[src/rtl/pc_gen_pkg.sv]
// pc_gen_pkg: shared PC defaults, step constant and next-PC source encoding
package pc_pkg;
    localparam logic [31:0] RESET_PC_DEF   = 32'h0000_3000;
    localparam logic [31:0] EXC_VECTOR_DEF = 32'h0000_4180;
    localparam logic [31:0] PC_STEP        = 32'd4;
    typedef enum logic [2:0] {SEQ, CTL, PEND, EXC, ERET, HOLD} npc_sel_e;
endpackage

[src/rtl/pc_gen_if.sv]
// pc_gen_if: fetch-PC generator bus; slave is pc_gen, master drives D/M/W-stage inputs
interface pc_gen_if;
    logic        stall_f;
    logic        ctrl_valid;
    logic [31:0] pc_d;
    logic [25:0] instr26;
    logic [31:0] offset;
    logic [31:0] reg_to_jump;
    logic        jump;
    logic        branch;
    logic        jr;
    logic        exc_req;
    logic        eret;
    logic [31:0] epc;
    logic [31:0] pc_f;
    logic [31:0] next_pc;
    logic        pending_valid;
    logic        adel_f;
    modport slave (
        input  stall_f, ctrl_valid, pc_d, instr26, offset, reg_to_jump,
               jump, branch, jr, exc_req, eret, epc,
        output pc_f, next_pc, pending_valid, adel_f
    );
    modport master (
        output stall_f, ctrl_valid, pc_d, instr26, offset, reg_to_jump,
               jump, branch, jr, exc_req, eret, epc,
        input  pc_f, next_pc, pending_valid, adel_f
    );
endinterface

[src/rtl/pc_gen_npc_target_sel.sv]
// npc_target_sel: D-stage control target mux, priority jump > branch > jr
import pc_pkg::*;
module npc_target_sel #(
    parameter int OFF_W = 16
) (
    input  logic [31:0] pc_d,
    input  logic [25:0] instr26,
    input  logic [31:0] offset,
    input  logic [31:0] reg_to_jump,
    input  logic        jump,
    input  logic        branch,
    output logic [31:0] target
);
    logic [31:0] off_ext;
    logic [31:0] br_target;
    logic        unused_off;
    assign unused_off = ^offset;
    // Offset bits above OFF_W are ignored; the add wraps modulo 2^32
    always_comb begin
        off_ext   = 32'($signed(offset[OFF_W-1:0]));
        br_target = pc_d + PC_STEP + (off_ext << 2);
        target    = jump ? {pc_d[31:28], instr26, 2'b00} : branch ? br_target : reg_to_jump;
    end
endmodule

[src/rtl/pc_gen.sv]
// pc_gen: fetch PC register with stall-safe redirect buffer; NPC_ALIGN_CHK_EN enables adel_f
import pc_pkg::*;
module pc_gen #(
    parameter logic [31:0] RESET_PC   = RESET_PC_DEF,
    parameter logic [31:0] EXC_VECTOR = EXC_VECTOR_DEF,
    parameter int          OFF_W      = 16,
    parameter logic [31:0] TEXT_LO    = 32'h0000_3000,
    parameter logic [31:0] TEXT_HI    = 32'h0000_6ffc
) (
    input  logic     clk,
    input  logic     reset,
    pc_gen_if.slave  bus
);
    logic [31:0] pc_f_q, pc_f_d;
    logic [31:0] pending_target_q, pending_target_d;
    logic        pending_valid_q, pending_valid_d;
    logic [31:0] ctl_target;
    logic        ctl_hit;
    npc_sel_e    sel;

    npc_target_sel #(.OFF_W(OFF_W)) u_tsel (
        .pc_d        (bus.pc_d),
        .instr26     (bus.instr26),
        .offset      (bus.offset),
        .reg_to_jump (bus.reg_to_jump),
        .jump        (bus.jump),
        .branch      (bus.branch),
        .target      (ctl_target)
    );

    assign ctl_hit = bus.ctrl_valid & (bus.jump | bus.branch | bus.jr);

    // Source priority: exception, eret, stall hold, D redirect, buffered redirect, sequential
    always_comb begin
        sel = bus.exc_req ? EXC : bus.eret ? ERET : bus.stall_f ? HOLD :
              ctl_hit ? CTL : pending_valid_q ? PEND : SEQ;
        case (sel)
            EXC:     pc_f_d = EXC_VECTOR;
            ERET:    pc_f_d = bus.epc;
            HOLD:    pc_f_d = pc_f_q;
            CTL:     pc_f_d = ctl_target;
            PEND:    pc_f_d = pending_target_q;
            default: pc_f_d = pc_f_q + PC_STEP;
        endcase
        pending_valid_d  = (sel == HOLD) & (pending_valid_q | ctl_hit);
        pending_target_d = (sel == HOLD && ctl_hit) ? ctl_target : pending_target_q;
    end

    // PC and redirect buffer registers; reset discards any pending redirect
    always_ff @(posedge clk) begin
        if (reset) begin
            pc_f_q           <= RESET_PC;
            pending_valid_q  <= 1'b0;
            pending_target_q <= 32'h0;
        end else begin
            pc_f_q           <= pc_f_d;
            pending_valid_q  <= pending_valid_d;
            pending_target_q <= pending_target_d;
        end
    end

    assign bus.pc_f          = pc_f_q;
    assign bus.next_pc       = pc_f_d;
    assign bus.pending_valid = pending_valid_q;
`ifdef NPC_ALIGN_CHK_EN
    assign bus.adel_f = (pc_f_q[1:0] != 2'b00) | (pc_f_q < TEXT_LO) | (pc_f_q > TEXT_HI);
`else
    logic unused_text;
    assign unused_text = ^{TEXT_LO, TEXT_HI};
    assign bus.adel_f  = 1'b0;
`endif
endmodule

[src/flat_wrapper.sv]
// flat-port wrapper written by rule: the top's interface ports become plain ports
module pc_gen_flat 
#(
    parameter logic [31:0] RESET_PC   = RESET_PC_DEF,
    parameter logic [31:0] EXC_VECTOR = EXC_VECTOR_DEF,
    parameter int          OFF_W      = 16,
    parameter logic [31:0] TEXT_LO    = 32'h0000_3000,
    parameter logic [31:0] TEXT_HI    = 32'h0000_6ffc
)
  (clk, reset, bus_stall_f, bus_ctrl_valid, bus_pc_d, bus_instr26, bus_offset, bus_reg_to_jump, bus_jump, bus_branch, bus_jr, bus_exc_req, bus_eret, bus_epc, bus_pc_f, bus_next_pc, bus_pending_valid, bus_adel_f);
  pc_gen_if bus_i ();
  input  logic clk;
  input  logic reset;
  input wire logic [$bits(bus_i.stall_f)-1:0] bus_stall_f;
  input wire logic [$bits(bus_i.ctrl_valid)-1:0] bus_ctrl_valid;
  input wire logic [$bits(bus_i.pc_d)-1:0] bus_pc_d;
  input wire logic [$bits(bus_i.instr26)-1:0] bus_instr26;
  input wire logic [$bits(bus_i.offset)-1:0] bus_offset;
  input wire logic [$bits(bus_i.reg_to_jump)-1:0] bus_reg_to_jump;
  input wire logic [$bits(bus_i.jump)-1:0] bus_jump;
  input wire logic [$bits(bus_i.branch)-1:0] bus_branch;
  input wire logic [$bits(bus_i.jr)-1:0] bus_jr;
  input wire logic [$bits(bus_i.exc_req)-1:0] bus_exc_req;
  input wire logic [$bits(bus_i.eret)-1:0] bus_eret;
  input wire logic [$bits(bus_i.epc)-1:0] bus_epc;
  output wire logic [$bits(bus_i.pc_f)-1:0] bus_pc_f;
  output wire logic [$bits(bus_i.next_pc)-1:0] bus_next_pc;
  output wire logic [$bits(bus_i.pending_valid)-1:0] bus_pending_valid;
  output wire logic [$bits(bus_i.adel_f)-1:0] bus_adel_f;
  assign bus_i.stall_f = bus_stall_f;
  assign bus_i.ctrl_valid = bus_ctrl_valid;
  assign bus_i.pc_d = bus_pc_d;
  assign bus_i.instr26 = bus_instr26;
  assign bus_i.offset = bus_offset;
  assign bus_i.reg_to_jump = bus_reg_to_jump;
  assign bus_i.jump = bus_jump;
  assign bus_i.branch = bus_branch;
  assign bus_i.jr = bus_jr;
  assign bus_i.exc_req = bus_exc_req;
  assign bus_i.eret = bus_eret;
  assign bus_i.epc = bus_epc;
  assign bus_pc_f = bus_i.pc_f;
  assign bus_next_pc = bus_i.next_pc;
  assign bus_pending_valid = bus_i.pending_valid;
  assign bus_adel_f = bus_i.adel_f;
  pc_gen #(.RESET_PC(RESET_PC), .EXC_VECTOR(EXC_VECTOR), .OFF_W(OFF_W), .TEXT_LO(TEXT_LO), .TEXT_HI(TEXT_HI)) u_core (.clk(clk), .reset(reset), .bus(bus_i));
endmodule
[config.mk]
export PLATFORM = sky130hd
export DESIGN_NAME = pc_gen_flat
export DESIGN_NICKNAME = d
export VERILOG_FILES = /design/src/rtl/pc_gen_pkg.sv /design/src/rtl/pc_gen_if.sv /design/src/rtl/pc_gen_npc_target_sel.sv /design/src/rtl/pc_gen.sv /design/src/flat_wrapper.sv
export SDC_FILE = /design/constraint.sdc
export NUM_CORES = 1
export LEC_CHECK = 0
export ABC_AREA = 1
export BUFFER_PORTS_ARGS = -buffer_cell sky130_fd_sc_hd__buf_2
export CORE_UTILIZATION = 52
export DETAILED_ROUTE_END_ITERATION = 7
export PLACE_DENSITY = 0.81
export SYNTH_ARGS = -nofsm -noshare
export SYNTH_HDL_FRONTEND = slang
export SYNTH_HIERARCHICAL = 1
export SYNTH_SLANG_ARGS = --single-unit
[constraint.sdc]
create_clock -name clk -period 3.7 [get_ports clk]
set_input_delay 0.555 -clock clk [delete_from_list [all_inputs] [get_ports clk]]
set_output_delay 0.555 -clock clk [all_outputs]
set_load 0.02 [all_outputs]
# ---- Yosys cells after proc, flatten, opt, wreduce, memory -nomap -nowiden
# Index checks and enable logic that the tools add are counted.
dict set report word_totals {
  output_inout_bits 66
  reg_bits 65
  inputBits 163
  elab_cells 25
}
dict set report op_classes {
  mux 8
  n_reduce_logical 1
  bitwise_logic 5
  addsub 3
  eq_ne 5
}
# operator count
set op_table {}
lappend op_table {{case mux 32 bit (5 select lines)} 1}
lappend op_table {{adder 32 x 3 -> 32 bit (second input constant)} 2}
lappend op_table {{two-way mux 32 bit} 2}
lappend op_table {{adder 32 bit} 1}
lappend op_table {{two-way mux 3 bit} 4}
lappend op_table {{equality test 3 x 2 -> 1 bit (second input constant)} 2}
lappend op_table {{equality test 3 bit (second input constant)} 2}
lappend op_table {{equality test 3 x 1 -> 1 bit (second input constant)} 1}
lappend op_table {{bitwise OR 1 bit} 3}
lappend op_table {{bitwise AND 1 bit} 2}
lappend op_table {{two-way mux 2 bit} 1}
lappend op_table {{logical AND 1 bit} 1}

# ---- Depth between registers and ports, before layout
dict set report logic_depth {
  depth_word 9
  mapped_depth 19
  mapped_depth_nobuf 19
}

# ---- Cells and area by module
# Netlist, hierarchy kept.
# module seq_area_each_um2 area_per_inst_um2 instances cells_per_inst
set modules_own_cells {}
lappend modules_own_cells {pc_gen 1301.2 4164.0 1 707}
lappend modules_own_cells {npc_target_sel 0.0 3133.0 1 633}

# ---- Worst setup path before layout
# Ideal clock, no wire load.
dict set report synth_path {
  path_kind {input to output}
  startpoint {input bus_offset[1]}
  endpoint {output bus_next_pc[19]}
  stages 15
  t_required_ns 3.145
  arrival_time_ns 2.630
  n_path_buf 0
  path_slack_ns 0.515
  path_cell_list {ha_1 ha_1 fa_1 nand3_1 nand3_2 nand2_1 nand3_1 a21oi_1 nor2_1 o21ai_0 nand2_1 inv_1 nor2_1 nor2_1 nand2_1}
}
dict set report synth_via {
  elab_chain_len 4
}
# element line
set synth_lines {}
lappend synth_lines {{start: declaration} flat_wrapper.sv:18} ;# input wire logic [$bits(bus_i.offset)-1:0] bus_offset;
lappend synth_lines {{adder 32 bit} pc_gen_npc_target_sel.sv:21} ;# br_target = pc_d + PC_STEP + (off_ext << 2);
lappend synth_lines {{two-way mux 32 bit (2 in a row)} pc_gen_npc_target_sel.sv:22} ;# target = jump ? {pc_d[31:28], instr26, 2'b00} : branch ? br_target : reg_to_jump;
lappend synth_lines {{named net u_core.ctl_target[19]} pc_gen.sv:17} ;# logic [31:0] ctl_target;
lappend synth_lines {{case mux 32 bit (5 select lines)} pc_gen.sv:37} ;# case (sel)
lappend synth_lines {{end: declaration} flat_wrapper.sv:27} ;# output wire logic [$bits(bus_i.next_pc)-1:0] bus_next_pc;
# The timed path passes the listed nets, and every way through them passes these cells.

# ---- Worst setup path in the final report
dict set report layout_path {
  startpoint {input bus_offset[6]}
  endpoint {output bus_next_pc[18]}
}
# Same word-level chain as after synthesis.

==> results.sh <==
export IMPL_outcome="complete, no violations"
export IMPL_setup_slack_ns=0.129
export IMPL_dieArea_sq_um=14500
export IMPL_grt_pass1_vias=8334
export IMPL_p_sw_uw=1000
export IMPL_p_sw_share_pct=37.9
export IMPL_cts_sinks=65
export IMPL_yosys_area_top_type_share_pct=23.7
export IMPL_io_buffers=211
export IMPL_nets=1761
export IMPL_power_frac_comb_pct=39.5
export IMPL_core_area_sq_um=13500
export IMPL_ioPinCount=229
export IMPL_worst_pin_slew_ns=0.930
export IMPL_die_y_um=120
export IMPL_cts_path_max_buffers=2
export IMPL_period_share_pct=96.5
export IMPL_synthesis_nets=1562
export IMPL_htreeDepth=3
export IMPL_syn2layout_area_growth_pct=24.3
export IMPL_grt_pass1_wl_um=39000
export IMPL_relSlewSlack_pct=38.0
export IMPL_pre_cts_slack_ns=0.0497
export IMPL_synth_cells=1340
export IMPL_critPathKind="input port to output pin"
export IMPL_p_clk_share_pct=31.3
export IMPL_most_common_layout_cells="nand2_1, nor2_1, buf_2, inv_1, nand3_1"
export IMPL_cts_made_buffers=9
export IMPL_worst_setup_path_start_kind="input port"
export IMPL_synth_area_sq_um=7300
export IMPL_worstPathArrival_ns=3.02
export IMPL_track_usage_pct=33.9
export IMPL_fillers=1341
export IMPL_reg2reg_depth=8
export IMPL_wl_per_cell_um=14.7
export IMPL_cp_required_ns=3.14
export IMPL_hold_viol_final=0
export IMPL_stdcell_count=1719
export IMPL_cts_tree="yes"
export IMPL_antenna_found_initial=0
export IMPL_rsz0062_at_grt="true"
export IMPL_dr_first_iter_drc_count=905
export IMPL_utilization_pct=67.4
export IMPL_ys_types=33
export IMPL_cts_hold_fix_buffers=0
export IMPL_yosysSeqAreaShare_pct=17.8
export IMPL_regToRegSetupSlack_ns=1.54
export IMPL_dp_cells=1702
export IMPL_rows=42
export IMPL_endpoint_kind="output pin"
export IMPL_holdPathStages=2
export IMPL_place_gp_congestion=1.05
export IMPL_drc=0
export IMPL_start_util_pct=54.2
export IMPL_vdd_ir_drop_max_uv=253
export IMPL_first_pass_iters=8
export IMPL_internal_power_uw=1640
export IMPL_fin_crit_ns=3.57
export IMPL_antenna_cells=0
export IMPL_synth_warning_count=6
export IMPL_grt_ovfl_total=0
export IMPL_leakage_uw=0.00496
export IMPL_vias=9260
export IMPL_avgViaCountPerCell=5.39
export IMPL_path_clk_slew_ns=0.05
export IMPL_fmax_mhz=280
export IMPL_drive_above_1_share_pct=20.5
export IMPL_total_power_uw=2650
export IMPL_avgSynthCellArea_sq_um=5.45
export IMPL_layout_commonest_cell="nand2_1"
export IMPL_cts_root_buf="clkbuf_16"
export IMPL_synth_area_leader_cell="nand2_1"
export IMPL_synth_area_leaders="nand2_1, dfxtp_1, nor2_1"
export IMPL_dp_hpwl_um=19200
export IMPL_holdWs_ns=0.512
export IMPL_min_path_type="flip-flop to flip-flop"
export IMPL_routed_wl_um=25200
export IMPL_setup_viol=0
export IMPL_p_per_area_nw_per_um2=292
export IMPL_p_seq_share_pct=29.1
export IMPL_cp_max_fo=4
export IMPL_maxCapViolations=0
export IMPL_die_w_um=120
export IMPL_postRouteAntennaNets=0
export IMPL_drv_slew=0
export IMPL_worstSkewPairLatency_ns=0.34
export IMPL_finalClockSkew_ns=0.00593
export IMPL_grt_max_degree=48
export IMPL_ys_ff_latch=65
## per-layer routing
layer | track usage [%] | up-vias | share of wire, %
li1 | - | 4621 | -
met1 | 43.1 | 4094 | 41
met2 | 56.0 | 479 | 46
met3 | 7.59 | 66 | 10
met4 | 12.0 | 0 | 3.1
met5 | 0 | - | 0
## timing repair
item,CTS,global route
setup endpoints to repair,0,19
buffers inserted,0,2
resized for setup,0,56
## power groups by stage
stage	registers (uW)	clock network (uW)	logic [uW]
after floorplan	797	0	610
after global placement	783	0	926
after detailed placement	784	0	940
after CTS	769	842	946
after global routing	774	871	1160
final	770	829	1050
## flip-flops by register name (all words and copies together), names as in the netlist
register                  flops
u_core/bus.pc_f              32
u_core/bus.pending_valid      1
u_core/pending_target_q      32
## cell usage after synthesis, drive strengths merged
cell type / n
a21o: 1
o21bai: 2
o21ai: 73
a21oi: 57
xor2: 12
nand2: 462
nand3: 72
clkbuf: 21
clkinv: 1
nor3: 2
nand4: 35
xnor2: 5
inv: 166
o21a: 2
nor2: 254
fa: 1
dfxtp: 65
or2: 3
ha: 58
conb: 1
nand3b: 12
a22oi: 14
buf: 21
## worst max-delay path, stage by stage
cell	delay (ns)
buf_2	0.10
ha_1	0.29
ha_1	0.36
nand2_1	0.15
inv_1	0.07
a21oi_1	0.15
nand2_1	0.16
nand2_1	0.10
nand2_1	0.06
xor2_1	0.14
o21ai_0	0.16
nand2_1	0.13
nand4_1	0.11
nand3_1	0.09
nor2_1	0.19
inv_1	0.05
buf_2	0.15
## logic make-up after synthesis
logic type | count (synthesis) | synth area share, %
buf+inv | 209 | 11.6
simple gates | 840 | 47.4
other cells | 1 | 0.0514
fa+ha+maj | 59 | 10.2
xor+xnor | 17 | 2.04
flops | 65 | 17.8
compound gates | 149 | 10.9
## metrics by stage
stage,setup TNS (ns),area (sq um)
global placement,0,8490
finish,0,9070
floorplan,0,7300
detailed placement,0,8490
global route,-0.273,9070
CTS,0,8770
## final cells by class
type | instances | area, sq um | share of cell area (%)
clock inverters | 4 | 45.0 | 0.496
inverters | 167 | 627 | 6.91
multi-input cells | 1066 | 5430 | 59.9
flip-flops and latches | 65 | 1300 | 14.3
repair buffers | 230 | 1210 | 13.4
clock buffers | 11 | 233 | 2.56
well taps | 176 | 220 | 2.43
## worst paths after layout
kind                                             startpoint                     endpoint
worst min-delay path            u_core/pending_target_q[24]  u_core/pending_target_q[24]
worst min register to register  u_core/pending_target_q[24]  u_core/pending_target_q[24]
worst max-delay path                          bus_offset[6]              bus_next_pc[18]
worst max register to register           u_core/bus.pc_f[2]          u_core/bus.pc_f[10]
(Power assumes the default switching activity.)
